==> config.mk <==
export PLATFORM = sky130hd
export DESIGN_NAME = led_blink_bank
export DESIGN_NICKNAME = d
export VERILOG_FILES = /design/src/rtl/led_pkg.sv /design/src/rtl/led_channel.sv /design/src/rtl/led_blink_bank.sv
export SDC_FILE = /design/constraint.sdc
export NUM_CORES = 1
export LEC_CHECK = 0
export CAP_MARGIN = 0
export CORE_MARGIN = 10
export CORE_UTILIZATION = 40
export DETAILED_ROUTE_END_ITERATION = 12
export PLACE_DENSITY_LB_ADDON = 0.2
export SKIP_LAST_GASP = 1
export SLEW_MARGIN = 10
export SYNTH_ARGS = -nofsm -noshare
export SYNTH_HDL_FRONTEND = slang
export SYNTH_SLANG_ARGS = --single-unit
==> constraint.sdc <==
create_clock -name fpga_CLK_AUX -period 4.8 [get_ports fpga_CLK_AUX]
set_input_delay 1.2 -clock fpga_CLK_AUX [delete_from_list [all_inputs] [get_ports fpga_CLK_AUX]]
set_output_delay 1.2 -clock fpga_CLK_AUX [all_outputs]
set_load 0.03 [all_outputs]
==> src/rtl/led_pkg.sv <==
// led_pkg
//   Shared types and default constants for the LED blink bank.
//   mode_t : per-channel operating mode (OFF / ON / BLINK / one-shot PULSE).
//   *_DEF  : default parameter values used by led_blink_bank and led_channel.
package led_pkg;

    typedef enum logic [1:0] {
        MODE_OFF   = 2'd0,
        MODE_ON    = 2'd1,
        MODE_BLINK = 2'd2,
        MODE_PULSE = 2'd3
    } mode_t;

    localparam int NCH_DEF      = 4;
    localparam int TICK_DIV_DEF = 27_000;
    localparam int PER_W_DEF    = 12;
    localparam int PWM_W_DEF    = 8;

endpackage

==> src/rtl/led_channel.sv <==
// led_channel
//   One LED channel: holds mode, period, tick counter and phase, resolves a
//   config write against a base tick arriving in the same cycle (write wins,
//   that tick is dropped for this channel), and presents the next-cycle raw
//   level so the top can register led_o without an extra cycle of latency.
//   Optional feature macro: LED_PWM_EN (adds the per-channel duty register).
// Ports
//   fpga_CLK_AUX  in   clock
//   n_rst         in   async active-low reset
//   wr_en         in   write strobe for this channel (already decoded)
//   tick          in   base tick from the shared prescaler
//   wr_mode       in   mode to load
//   wr_period     in   period to load, 0 is stored as 1
//   wr_duty       in   duty to load (LED_PWM_EN only)
//   raw_nxt       out  raw LED level this channel will have after the edge
//   duty_nxt      out  duty value after the edge (LED_PWM_EN only)
//   busy          out  PULSE in progress (registered)
//
// state      | meaning
// MODE_OFF   | LED dark, counter held at 0
// MODE_ON    | LED lit, counter held at 0
// MODE_BLINK | phase toggles every period ticks
// MODE_PULSE | phase high for period ticks, then back to MODE_OFF
module led_channel
    import led_pkg::*;
#(
    parameter int PER_W = PER_W_DEF,
    parameter int PWM_W = PWM_W_DEF
) (
    input  logic             fpga_CLK_AUX,
    input  logic             n_rst,
    input  logic             wr_en,
    input  logic             tick,
    input  mode_t            wr_mode,
    input  logic [PER_W-1:0] wr_period,
`ifdef LED_PWM_EN
    input  logic [PWM_W-1:0] wr_duty,
    output logic [PWM_W-1:0] duty_nxt,
`endif
    output logic             raw_nxt,
    output logic             busy
);

    mode_t            mode_q,   mode_n;
    logic [PER_W-1:0] period_q, period_n;
    logic [PER_W-1:0] cnt_q,    cnt_n;
    logic             phase_q,  phase_n;
    logic             busy_q,   busy_n;
    logic             at_end;

    // cnt never passes period-1, so an equality compare is sufficient.
    assign at_end = (cnt_q == (period_q - PER_W'(1)));

    always_comb begin
        mode_n   = mode_q;
        period_n = period_q;
        cnt_n    = cnt_q;
        phase_n  = phase_q;
        busy_n   = busy_q;
        if (wr_en) begin
            mode_n   = wr_mode;
            period_n = (wr_period == '0) ? PER_W'(1) : wr_period;
            cnt_n    = '0;
            phase_n  = (wr_mode == MODE_BLINK) || (wr_mode == MODE_PULSE);
            busy_n   = (wr_mode == MODE_PULSE);
        end else if (tick) begin
            case (mode_q)
                MODE_OFF, MODE_ON: cnt_n = '0;
                MODE_BLINK: begin
                    if (at_end) begin
                        cnt_n   = '0;
                        phase_n = ~phase_q;
                    end else begin
                        cnt_n = cnt_q + PER_W'(1);
                    end
                end
                MODE_PULSE: begin
                    if (at_end) begin
                        mode_n  = MODE_OFF;
                        cnt_n   = '0;
                        phase_n = 1'b0;
                        busy_n  = 1'b0;
                    end else begin
                        cnt_n = cnt_q + PER_W'(1);
                    end
                end
                default: cnt_n = '0;
            endcase
        end
    end

    always_comb begin
        raw_nxt = 1'b0;
        case (mode_n)
            MODE_OFF: raw_nxt = 1'b0;
            MODE_ON:  raw_nxt = 1'b1;
            default:  raw_nxt = phase_n;
        endcase
    end

    always_ff @(posedge fpga_CLK_AUX or negedge n_rst) begin
        if (!n_rst) begin
            mode_q   <= MODE_OFF;
            period_q <= PER_W'(1);
            cnt_q    <= '0;
            phase_q  <= 1'b0;
            busy_q   <= 1'b0;
        end else begin
            mode_q   <= mode_n;
            period_q <= period_n;
            cnt_q    <= cnt_n;
            phase_q  <= phase_n;
            busy_q   <= busy_n;
        end
    end

    assign busy = busy_q;

`ifdef LED_PWM_EN
    logic [PWM_W-1:0] duty_q;

    assign duty_nxt = wr_en ? wr_duty : duty_q;

    always_ff @(posedge fpga_CLK_AUX or negedge n_rst) begin
        if (!n_rst) duty_q <= '1;
        else        duty_q <= duty_nxt;
    end
`endif

endmodule

==> src/rtl/led_blink_bank.sv <==
// led_blink_bank
//   Bank of NCH LED drivers sharing one base-tick prescaler. Each channel is
//   OFF / ON / BLINK / one-shot PULSE with a period in base ticks, written
//   through a single-cycle config port.
//   Optional feature macro: LED_PWM_EN -- adds a free-running PWM counter and
//   per-channel duty so each lit LED is dimmed to duty/2^PWM_W (all-ones duty
//   means constantly on).
// Ports
//   fpga_CLK_AUX  in   clock
//   n_rst         in   async active-low reset
//   cfg_we        in   config write strobe (one cycle)
//   cfg_ch        in   target channel
//   cfg_mode      in   mode to load
//   cfg_period    in   BLINK half-period / PULSE length in ticks (0 -> 1)
//   cfg_duty      in   brightness (LED_PWM_EN only)
//   tick_o        out  base tick, one cycle every TICK_DIV cycles
//   led_o         out  registered LED drives
//   busy_o        out  PULSE in progress per channel
//   cfg_err_o     out  one-cycle pulse after a write to a nonexistent channel
module led_blink_bank
    import led_pkg::*;
#(
    parameter  int NCH      = NCH_DEF,
    parameter  int TICK_DIV = TICK_DIV_DEF,
    parameter  int PER_W    = PER_W_DEF,
    parameter  int PWM_W    = PWM_W_DEF,
    localparam int CH_W     = (NCH > 1) ? $clog2(NCH) : 1
) (
    input  logic             fpga_CLK_AUX,
    input  logic             n_rst,
    input  logic             cfg_we,
    input  logic [CH_W-1:0]  cfg_ch,
    input  mode_t            cfg_mode,
    input  logic [PER_W-1:0] cfg_period,
    input  logic [PWM_W-1:0] cfg_duty,
    output logic             tick_o,
    output logic [NCH-1:0]   led_o,
    output logic [NCH-1:0]   busy_o,
    output logic             cfg_err_o
);

    localparam int PRE_W = (TICK_DIV > 1) ? $clog2(TICK_DIV) : 1;

    logic [PRE_W-1:0] pre_cnt;
    logic             tick_q;
    logic             ch_valid;
    logic             err_q;
    logic [NCH-1:0]   raw_nxt;
    logic [NCH-1:0]   led_nxt;
    logic [NCH-1:0]   led_q;

    // Prescaler free-runs; config traffic never stalls it.
    always_ff @(posedge fpga_CLK_AUX or negedge n_rst) begin
        if (!n_rst) begin
            pre_cnt <= '0;
            tick_q  <= 1'b0;
        end else if (pre_cnt == PRE_W'(TICK_DIV - 1)) begin
            pre_cnt <= '0;
            tick_q  <= 1'b1;
        end else begin
            pre_cnt <= pre_cnt + PRE_W'(1);
            tick_q  <= 1'b0;
        end
    end

    // Extra bit so the range check stays meaningful when NCH is a power of two.
    assign ch_valid = ({1'b0, cfg_ch} < (CH_W + 1)'(NCH));

    always_ff @(posedge fpga_CLK_AUX or negedge n_rst) begin
        if (!n_rst) err_q <= 1'b0;
        else        err_q <= cfg_we && !ch_valid;
    end

`ifdef LED_PWM_EN
    logic [PWM_W-1:0] pwm_cnt;

    always_ff @(posedge fpga_CLK_AUX or negedge n_rst) begin
        if (!n_rst) pwm_cnt <= '0;
        else        pwm_cnt <= pwm_cnt + PWM_W'(1);
    end
`else
    // Duty only matters in the PWM build.
    logic unused_duty;
    assign unused_duty = ^cfg_duty;
`endif

    for (genvar i = 0; i < NCH; i++) begin : g_ch
        logic ch_we;

        assign ch_we = cfg_we && ch_valid && (cfg_ch == CH_W'(i));

`ifdef LED_PWM_EN
        logic [PWM_W-1:0] duty_nxt;

        led_channel #(
            .PER_W (PER_W),
            .PWM_W (PWM_W)
        ) u_ch (
            .fpga_CLK_AUX (fpga_CLK_AUX),
            .n_rst        (n_rst),
            .wr_en        (ch_we),
            .tick         (tick_q),
            .wr_mode      (cfg_mode),
            .wr_period    (cfg_period),
            .wr_duty      (cfg_duty),
            .duty_nxt     (duty_nxt),
            .raw_nxt      (raw_nxt[i]),
            .busy         (busy_o[i])
        );

        // All-ones duty is full-on; otherwise high while pwm_cnt < duty.
        assign led_nxt[i] = raw_nxt[i] & ((duty_nxt == '1) | (pwm_cnt < duty_nxt));
`else
        led_channel #(
            .PER_W (PER_W),
            .PWM_W (PWM_W)
        ) u_ch (
            .fpga_CLK_AUX (fpga_CLK_AUX),
            .n_rst        (n_rst),
            .wr_en        (ch_we),
            .tick         (tick_q),
            .wr_mode      (cfg_mode),
            .wr_period    (cfg_period),
            .raw_nxt      (raw_nxt[i]),
            .busy         (busy_o[i])
        );

        assign led_nxt[i] = raw_nxt[i];
`endif
    end

    // Registered from the channels' next-state level so a write shows on
    // led_o in the very next cycle.
    always_ff @(posedge fpga_CLK_AUX or negedge n_rst) begin
        if (!n_rst) led_q <= '0;
        else        led_q <= led_nxt;
    end

    assign tick_o    = tick_q;
    assign led_o     = led_q;
    assign cfg_err_o = err_q;

endmodule
Yosys cells after proc, flatten, opt, wreduce, memory -nomap -nowiden
Cells that the tools add are included.
Word-level totals
  register bits after elaboration: 132
  bits of input ports: 27
  word-level logic and storage cells: 176
Operators by class
  add/sub/neg operators: 9
  equal/unequal tests: 26
  muxes and demuxes: 75
  bitwise logic cells: 4
  reductions and logical operators: 39
Operators with widths (number)
  $mux 12: 13
  $pmux 12 s2: 4
  $add 12x1->12 const B: 4
  $eq 12x12->1: 4
  $sub 12x1->12 const B: 4
  $mux 1: 33
  $mux 2: 16
  $eq 2x2->1 const B: 12
  $reduce_bool 2->1: 12
  $eq 2x1->1 const B: 9
  $logic_not 2->1: 9
  $pmux 1 s2: 8
  $reduce_or 2->1: 8
  $add 15x1->15 const B: 1
  $eq 15x15->1 const B: 1
  $mux 15: 1
  $logic_not 12->1: 1
  $reduce_and 3->1: 4
  $logic_and 1x1->1: 4
  $not 1->1: 4
  $logic_or 1x1->1: 1

Longest topological paths before layout
Gate-level depths: netlist of run 1.
  depth in word-level cells: 8
  gate-level depth with buffers: 15
  mapped depth without buffers: 14

Hierarchy
From an unflattened synthesis of run 1, not the netlist that was laid out.
Unflattened totals
  cell total of the unflattened synthesis: 897
  area total of the unflattened synthesis: 8379.3 sq um
By module, submodules not included
  led_channel (g_ch[1].u_ch ...): times used 2, cells each 196, area an instance 1843.0 sq um
  led_channel (g_ch[0].u_ch): times used 1, cells each 222, area an instance 1926.8 sq um
  led_channel (g_ch[3].u_ch): times used 1, cells each 205, area an instance 1900.6 sq um
  led_blink_bank: times used 1, cells each 78, area an instance 865.8 sq um

Least setup slack after synthesis of run 1
OpenSTA, ideal clock, no wires.
  kind: reg-to-reg
  start: register g_ch[0].u_ch.period_q[3]
  end: register led_q[0] (netlist: led_o[0])
  data arrival time: 3.575 ns
  data required time: 4.684 ns
  setup slack: 1.110 ns
  stages on the path, launching flop included: 14
  buffers on the path: 2
  period minus slack after synthesis: 3.690 ns
  cell sequence: dfrtp_1 -> buf_6 -> or4_4 -> or4_4 -> or4_1 -> and3_4 -> nor4_4 -> buf_6 -> inv_1 -> ha_1 -> o21ai_0 -> mux2i_1 -> a311o_2 -> o311ai_0
On the way
  cells in the longest elaborated chain, start to end: 8
  elaborated cells between the ends (all ways): 14
  classes of those cells: add/sub (1); eq/ne (2); mux (10); reduce/logical (1)
Ends and longest elaborated chain
  start, declared: line led_channel.sv:45  | logic [PER_W-1:0] period_q, period_n;
  start signal, assigned: line led_channel.sv:110  | period_q <= period_n;
  $sub 12x1->12 (*): line led_channel.sv:52  | assign at_end = (cnt_q == (period_q - PER_W'(1)));
  $eq 12x12->1 (*): line led_channel.sv:52
  $mux 2: line led_channel.sv:78  | if (at_end) begin
  $mux 2: line led_channel.sv:67  | case (mode_q)
  $mux 2: line led_channel.sv:66  | end else if (tick) begin
  $mux 2: line led_channel.sv:60  | if (wr_en) begin
  $eq 2x1->1 or $logic_not 2->1 (tied branches): line led_channel.sv:94  | case (mode_n)
  $pmux 1 s2 (*): line led_channel.sv:94
  named net g_ch[0].u_ch.raw_nxt: line led_channel.sv:40  | output logic raw_nxt,
  end signal, assigned: line led_blink_bank.sv:136  | else led_q <= led_nxt;
  end, declared: line led_blink_bank.sv:50  | logic [NCH-1:0] led_q;
Mark *: on every way through the listed nets, which the timed path passes. The rest lies on a longest branch.
A chain may end at the register's enable or synchronous reset.

Final worst setup path of run 1
Same ends and word-level chain as after synthesis.

==> run_results.csv, run 1 <==
group,metric,value,unit
routing,wl_per_cell,15.93,µm
floorplanning,placement_rows,51,
logic_synthesis,netlist_instances,894,
clock_network,root_buffer,"clkbuf_16",
floorplanning,fp.dieH,160.4,µm
routing,wirelength,18810,µm
worst_setup_path,path_max_fanout,16,
floorplanning,coreArea,0.01940,mm²
logic_synthesis,netlist_area,0.007885,mm²
timing,timing.fmax,0.2636,GHz
timing,setup_tns,0,ns
routing,drtAntennaViolNets,0,
job,maxCapViolations,0,
timing,finalHoldViolCount,0,
logic_synthesis,yosys_register_bits,132,
routing,viasPerCell,5.340,
worst_setup_path,rr_worst_depth,12,
floorplanning,dieArea,0.02573,mm²
routing,drc,0,
logic_synthesis,netlist.top_cell.by_area,"dfrtp_1",
clock_network,postCtsSetupBuffers,0,
logic_synthesis,synth_area_per_cell,8.820,µm²
clock_network,clkLatencyLatePin,0.42,ns
layout,area.growth.synth_to_final,14.28,%
clock_network,clk_pin_slew,0.06,ns
routing,routed-via-count,6307,
grt,grt_pass1_wl,32060,µm
worst_hold_path,hold_start,"pre_cnt[7]$_DFF_PN0_",
worst_setup_path,regToRegStartpoint,"g_ch[0].u_ch.period_q[3]$_DFFE_PN0P_",
logic_synthesis,yosys_warnings,0,
logic_synthesis,post-synth-top-count-cell,"nand2_1",
timing,slew_headroom,40.77,%
clock_network,cts_tree,"built",
timing,hold_ws,0.4908,ns
worst_setup_path,worst_ep_arrival_time,4.09,ns
timing,setup_viol,0,
clock_network,cts_buffers,17,
floorplanning,start_util,40.65,%
grt,grt_pass1_vias,6121,
worst_setup_path,worstPathRequired,5.10,ns
routing,first_pass_iters,5,
place,place_congestion,0.8104,
timing,tightest_slew,0.8866,ns
logic_synthesis,syn_nets,934,
grt,grt_usage,15.02,%
power,p_per_area,370.8,mW/mm²
clock_network,htreeDepth,4,
timing,period_share,79.03,%
logic_synthesis,synth-edff-count,0,
routing,drt_iter0_markers,383,
grt,grt_max_degree,88,
logic_synthesis,synthArstFlopShare,100.0,%
clock_network,clockBufferDepth,2,
logic_synthesis,synth_top_area_share,40.62,%
timing,finalClockSkew,0.01117,ns
worst_setup_path,start_kind,"register",
power,vdd_drop_max,0.1995,mV
logic_synthesis,synthTopCellsByArea,"dfrtp_1 (41%), nand2_1 (7.4%), xor2_1 (4.7%)",
place,dp_hpwl,13040,µm
worst_setup_path,reg2reg_to,"led_o[0]$_DFF_PN0_",
place,io_buffers,27,
worst_setup_path,crit_path_end_kind,"register",
timing,rsz0062_at_grt,"false",
timing,maxSlewViolCount,0,
layout,stdcell_area,0.009011,mm²
worst_hold_path,min_to,"pre_cnt[7]$_DFF_PN0_",
logic_synthesis,ys_seq_area_share,41.95,%
floorplanning,io_pins,37,
worst_setup_path,critical_path_class,"register to register",
logic_synthesis,synth_cell_types,74,
logic_synthesis,synth_ff_type,"dfrtp_1",
grt,antenna_found_initial,0,
clock_network,cts_resized,0,
layout,nets,943,
outcome,outcome,"finished, final reports clean",
layout,diodes,0,
floorplanning,fp.dieW,160.4,µm
worst_setup_path,r2r_slack,1.01,ns
timing,period_needed,3.793,ns
layout,layout-drive-gt1-share,10.04,%
worst_hold_path,hold_depth,1,
grt,gr-total-overflow,0,
layout,num-fill-cells,1939,
worst_hold_path,hold_path_class,"register to register",
place,post_dp_cell_area,0.008372,mm²
logic_synthesis,synth_commonest_cells,"nand2_1 (156), dfrtp_1 (128), o21ai_0 (54)",
power,leakage,3.787,nW
clock_network,cts_hold_buf,0,
clock_network,cts.sinks,132,
==> metal layers <==
layer  share of wire, %  GRT usage, %
met2                 46         23.31
met3                2.9         2.556
met1                 50         21.00
met5                  0             0
met4                1.2         4.299
==> state kept, by name (all words and copies together) (netlist names) <==
signal	cells
g_ch.u_ch.busy	4
tick_o	1
led_o	4
g_ch.u_ch.phase_q	4
g_ch.u_ch.period_q	48
g_ch.u_ch.cnt_q	48
g_ch.u_ch.mode_q	8
pre_cnt	15
==> stage by stage <==
step	setup WS (ns)	std cells	utilization [%]	total power, W
global route	0.8296	1181	46.45	0.003509
floorplan	1.110	894	-	0.001762
CTS	1.001	1181	46.45	0.003367
finish	1.007	1181	46.45	0.003341
global placement	1.049	1149	43.16	0.001927
detailed placement	1.040	1149	43.16	0.001937
==> power breakdown <==
group | leakage [nW] | switching, W | internal [W] | total (W)
combinational | 1.78 | 0.000307 | 0.000262 | 0.000569
sequential | 1.70 | 0.000131 | 0.00122 | 0.00135
clock | 0.304 | 0.000532 | 0.000889 | 0.00142
total | 3.79 | 0.000970 | 0.00237 | 0.00334
==> worst max path at each step <==
stage,to,startpoint,slack [ns],cells after the start
floorplan,led_o[0]$_DFF_PN0_,g_ch[0].u_ch.period_q[3]$_DFFE_PN0P_,1.11,13
global placement,led_o[0]$_DFF_PN0_,g_ch[0].u_ch.period_q[3]$_DFFE_PN0P_,1.05,12
finish,led_o[0]$_DFF_PN0_,g_ch[0].u_ch.period_q[3]$_DFFE_PN0P_,1.01,12
detailed placement,led_o[0]$_DFF_PN0_,g_ch[0].u_ch.period_q[3]$_DFFE_PN0P_,1.04,12
global route,led_o[0]$_DFF_PN0_,g_ch[0].u_ch.period_q[3]$_DFFE_PN0P_,0.83,12
CTS,led_o[0]$_DFF_PN0_,g_ch[0].u_ch.period_q[3]$_DFFE_PN0P_,1.00,12
==> cell families after synthesis <==
group / Yosys count / synth area share (%)
simple gates: 401 / 25.96
compound gates: 159 / 13.54
flops: 132 / 41.95
buf+inv: 87 / 4.665
xor+xnor: 78 / 8.664
mux: 22 / 2.983
fa+ha+maj: 14 / 2.190
other cells: 1 / 0.04756
==> critical path, stage by stage (launching register included) <==
cell and delay [ns]:
dfrtp_1 0.47, or4_4 0.58, or4_4 0.51, or4_1 0.48, and3_4 0.17, nor4_4 0.26, buf_4 0.24, inv_1 0.06
ha_1 0.26, o21ai_0 0.14, mux2i_1 0.10, a311o_2 0.30, o311ai_0 0.10
==> final cells by class <==
type                    instances  area, µm²  area share [%]
well taps                     265      331.6           3.680
clock inverters                14      200.2           2.222
inverters                      36      135.1           1.500
multi-input cells             675       4220           46.83
flip-flops and latches        132       3308           36.71
clock buffers                  18      439.2           4.874
repair buffers                 41      376.6           4.179
==> placed cells by master, fill, tap and decap left out, drive strengths merged, types with 11 or more instances in the layout <==
| cell | n |
|---|---|
| nor4b | 11 |
| dfrtp | 128 |
| ha | 13 |
| xnor2 | 36 |
| nand3 | 47 |
| nand2 | 156 |
| clkdlybuf4s50 | 26 |
| clkbuf | 18 |
| nand4 | 13 |
| or2 | 12 |
| a31oi | 13 |
| nor3 | 18 |
| inv | 39 |
| nor2 | 47 |
| nor4 | 15 |
| o21ai | 54 |
| xor2 | 42 |
| and3 | 14 |
| mux2 | 12 |
| a21o | 13 |
| nand2b | 15 |
| buf | 15 |
No activity file was read; power rests on OpenSTA's default activity.
==> inputs of run 2 (changes only) <==
==> constraint.sdc (replaced) <==
create_clock -name fpga_CLK_AUX -period 3.3 [get_ports fpga_CLK_AUX]
set_input_delay 0.825 -clock fpga_CLK_AUX [delete_from_list [all_inputs] [get_ports fpga_CLK_AUX]]
set_output_delay 0.825 -clock fpga_CLK_AUX [all_outputs]
set_load 0.03 [all_outputs]
==> run_results.csv, run 2 (same netlist as run 1, synthesis figures left out) <==
group,metric,value,unit
layout,area.growth.synth_to_final,16.93,%
worst_setup_path,max_stage_delay,0.55,ns
routing,viasPerCell,5.382,
power,vdd_drop_max,0.3455,mV
floorplanning,placement_rows,51,
grt,gr-total-overflow,0,
clock_network,clk_pin_slew,0.06,ns
layout,most-common-layout-cells,"nand2_1 (156), dfrtp_1 (127), o21ai_0 (53), nor2_1 (47), nand3_1 (47)",
layout,fin_cells,1204,
timing,hold_ws,0.3928,ns
worst_setup_path,slowest_stage,"or4_4",
power,leakage,3.907,nW
routing,drtAntennaViolNets,0,
place,dp_hpwl,13360,µm
layout,reg.largest.list,"g_ch.u_ch.cnt_q: 48 flops, g_ch.u_ch.period_q: 48 flops, pre_cnt: 15 flops",
routing,routed-via-count,6480,
timing,slew_headroom,51.93,%
layout,nets,967,
power,switching_power,0.001413,W
clock_network,root_buffer,"clkbuf_16",
power,internal_power,0.003407,W
floorplanning,dieArea,0.02573,mm²
routing,wl_per_cell,16.22,µm
clock_network,cts.sinks,132,
power,p_per_area,522.8,mW/mm²
worst_setup_path,start_kind,"register",
power,netSwitchingFraction,29.32,%
worst_setup_path,rr_worst_depth,11,
worst_setup_path,worstPathRequired,3.62,ns
worst_setup_path,worst_ep_arrival_time,3.60,ns
clock_network,htreeDepth,4,
grt,grt_pass1_wl,33030,µm
routing,drc,0,
timing,period_needed,3.277,ns
place,dp_slack,0.03379,ns
floorplanning,start_util,40.65,%
floorplanning,fp.dieH,160.4,µm
worst_setup_path,path_cells,"or4_4, or4_4, or4_4, and3_4, nor4_4, inv_2, ha_4, o21ai_2, mux2i_1, a311o_2, o311ai_2",
power,pwr-share-clk,40.3,%
power,seqPwrFrac,40.8,%
grt,antenna_found_initial,0,
worst_setup_path,critical_path.most_common_cell,"or4_4",
timing,finalClockSkew,0.008011,ns
floorplanning,fp.dieW,160.4,µm
power,pwr-share-comb,18.9,%
worst_setup_path,crit_path_end_kind,"register",
layout,diodes,0,
routing,first_pass_iters,4,
routing,wirelength,19520,µm
clock_network,cts_tree,"built",
floorplanning,coreArea,0.01940,mm²
outcome,outcome,"finished, final reports clean",
layout,layout_commonest_cell,"nand2_1",
clock_network,cts_buffers,17,
routing,drt_iter0_markers,388,
worst_setup_path,path_max_fanout,3,
grt,grt_usage,15.55,%
grt,grt_pass1_vias,6335,
place,dp.cells,1171,
place,io_buffers,27,
timing,period_share,99.29,%
worst_setup_path,r2r_slack,0.02,ns
timing,maxSlewViolCount,0,
worst_setup_path,critical_path_class,"register to register",
timing,timing.fmax,0.3052,GHz
worst_setup_path,regToRegStartpoint,"g_ch[0].u_ch.period_q[3]$_DFFE_PN0P_",
grt,grt_max_degree,74,
timing,fin_ws,0.02342,ns
job,maxCapViolations,0,
timing,finalHoldViolCount,0,
place,place_congestion,0.8119,
worst_hold_path,hold_path_class,"input port to async pin",
clock_network,clkLatencyLatePin,0.42,ns
clock_network,clockBufferDepth,2,
layout,layout-drive-gt1-share,13.74,%
timing,tightest_slew,0.7184,ns
timing,rsz0062_at_grt,"true",
worst_setup_path,reg2reg_to,"led_o[0]$_DFF_PN0_",
floorplanning,io_pins,37,
timing,setup_viol,0,
run 2: cell count changes in the layout (fill, tap and decap cells not counted), sizes merged:
cell,before,now
clkinv,4,6
buf,15,39
inv,39,38
clkinvlp,3,2
bufinv,4,3
run 2: through the flow:
stage / power [W] / TNS (ns) / util (%) / cell area (µm²)
global placement: 0.002852 / 0 / 44.10 / 8554
finish: 0.004820 / 0 / 47.53 / 9220
detailed placement: 0.002866 / 0 / 44.10 / 8554
global route: 0.005069 / -0.1661 / 47.53 / 9220
CTS: 0.004837 / 0 / 47.17 / 9150
floorplan: 0.002568 / -0.1173 / - / 7904
run 2: final cells by class:
| cell class | instances | area [µm²] |
|---|---|---|
| inverters | 36 | 135.1 |
| fillers | 1914 | 10180 |
| repair buffers | 65 | 556.8 |
| well taps | 265 | 331.6 |
| flip-flops and latches | 132 | 3309 |
| multi-input cells | 675 | 4292 |
| clock buffers | 18 | 439.2 |
| clock inverters | 13 | 156.4 |
run 2: power groups by stage:
stage	registers, W	logic (W)	clock network (W)
finish	0.00197	0.000911	0.00194
CTS	0.00196	0.000894	0.00198
detailed placement	0.00198	0.000881	0
floorplan	0.00195	0.000616	0
global placement	0.00198	0.000869	0
global route	0.00200	0.00102	0.00205
run 2: what timing repair did:
action,CTS,global route
setup endpoints to repair,0,7
hold buffers,0,0
resized for setup,0,13
setup buffers,0,2
run 2: per-layer routing:
layer	track usage [%]	wire, µm
met1	20.92	9389
met2	24.50	9095
met3	3.170	825
met4	4.967	212
met5	0	0
run 2: worst max path at each step:
stage                               endpoint  slack, ns                                  from  cells after the start
final                     led_o[0]$_DFF_PN0_       0.02  g_ch[0].u_ch.period_q[3]$_DFFE_PN0P_                     11
after global routing      led_o[0]$_DFF_PN0_      -0.12  g_ch[0].u_ch.period_q[3]$_DFFE_PN0P_                     11
after CTS                 led_o[0]$_DFF_PN0_       0.01  g_ch[0].u_ch.period_q[6]$_DFFE_PN0P_                     11
after detailed placement  led_o[0]$_DFF_PN0_       0.03  g_ch[0].u_ch.period_q[6]$_DFFE_PN0P_                     11
after global placement    led_o[0]$_DFF_PN0_       0.05  g_ch[0].u_ch.period_q[6]$_DFFE_PN0P_                     11
after floorplan           led_o[0]$_DFF_PN0_      -0.12  g_ch[0].u_ch.period_q[4]$_DFFE_PN0P_                     12
run 2: worst max-delay path: cells and delay by family, from the launching register on:
family / cells / cell delay [ns]
DFF: 1 / 0.38
AOI/OAI and AO/OA: 3 / 0.52
adders and majority gates: 1 / 0.22
muxes: 1 / 0.10
buffers and inverters: 1 / 0.08
and+or+nand+nor: 5 / 1.88
==> inputs of run 3 (changes only) <==
--- a/config.mk
+++ b/config.mk
@@ -5,6 +5,7 @@
 export SDC_FILE = /design/constraint.sdc
 export NUM_CORES = 1
 export LEC_CHECK = 0
+export ABC_CLOCK_PERIOD_IN_PS = 3300
 export CAP_MARGIN = 0
 export CORE_MARGIN = 10
 export CORE_UTILIZATION = 40
==> results of run 3 <==
Same layout as run 2: the final DEF is identical, and so are final timing and power.
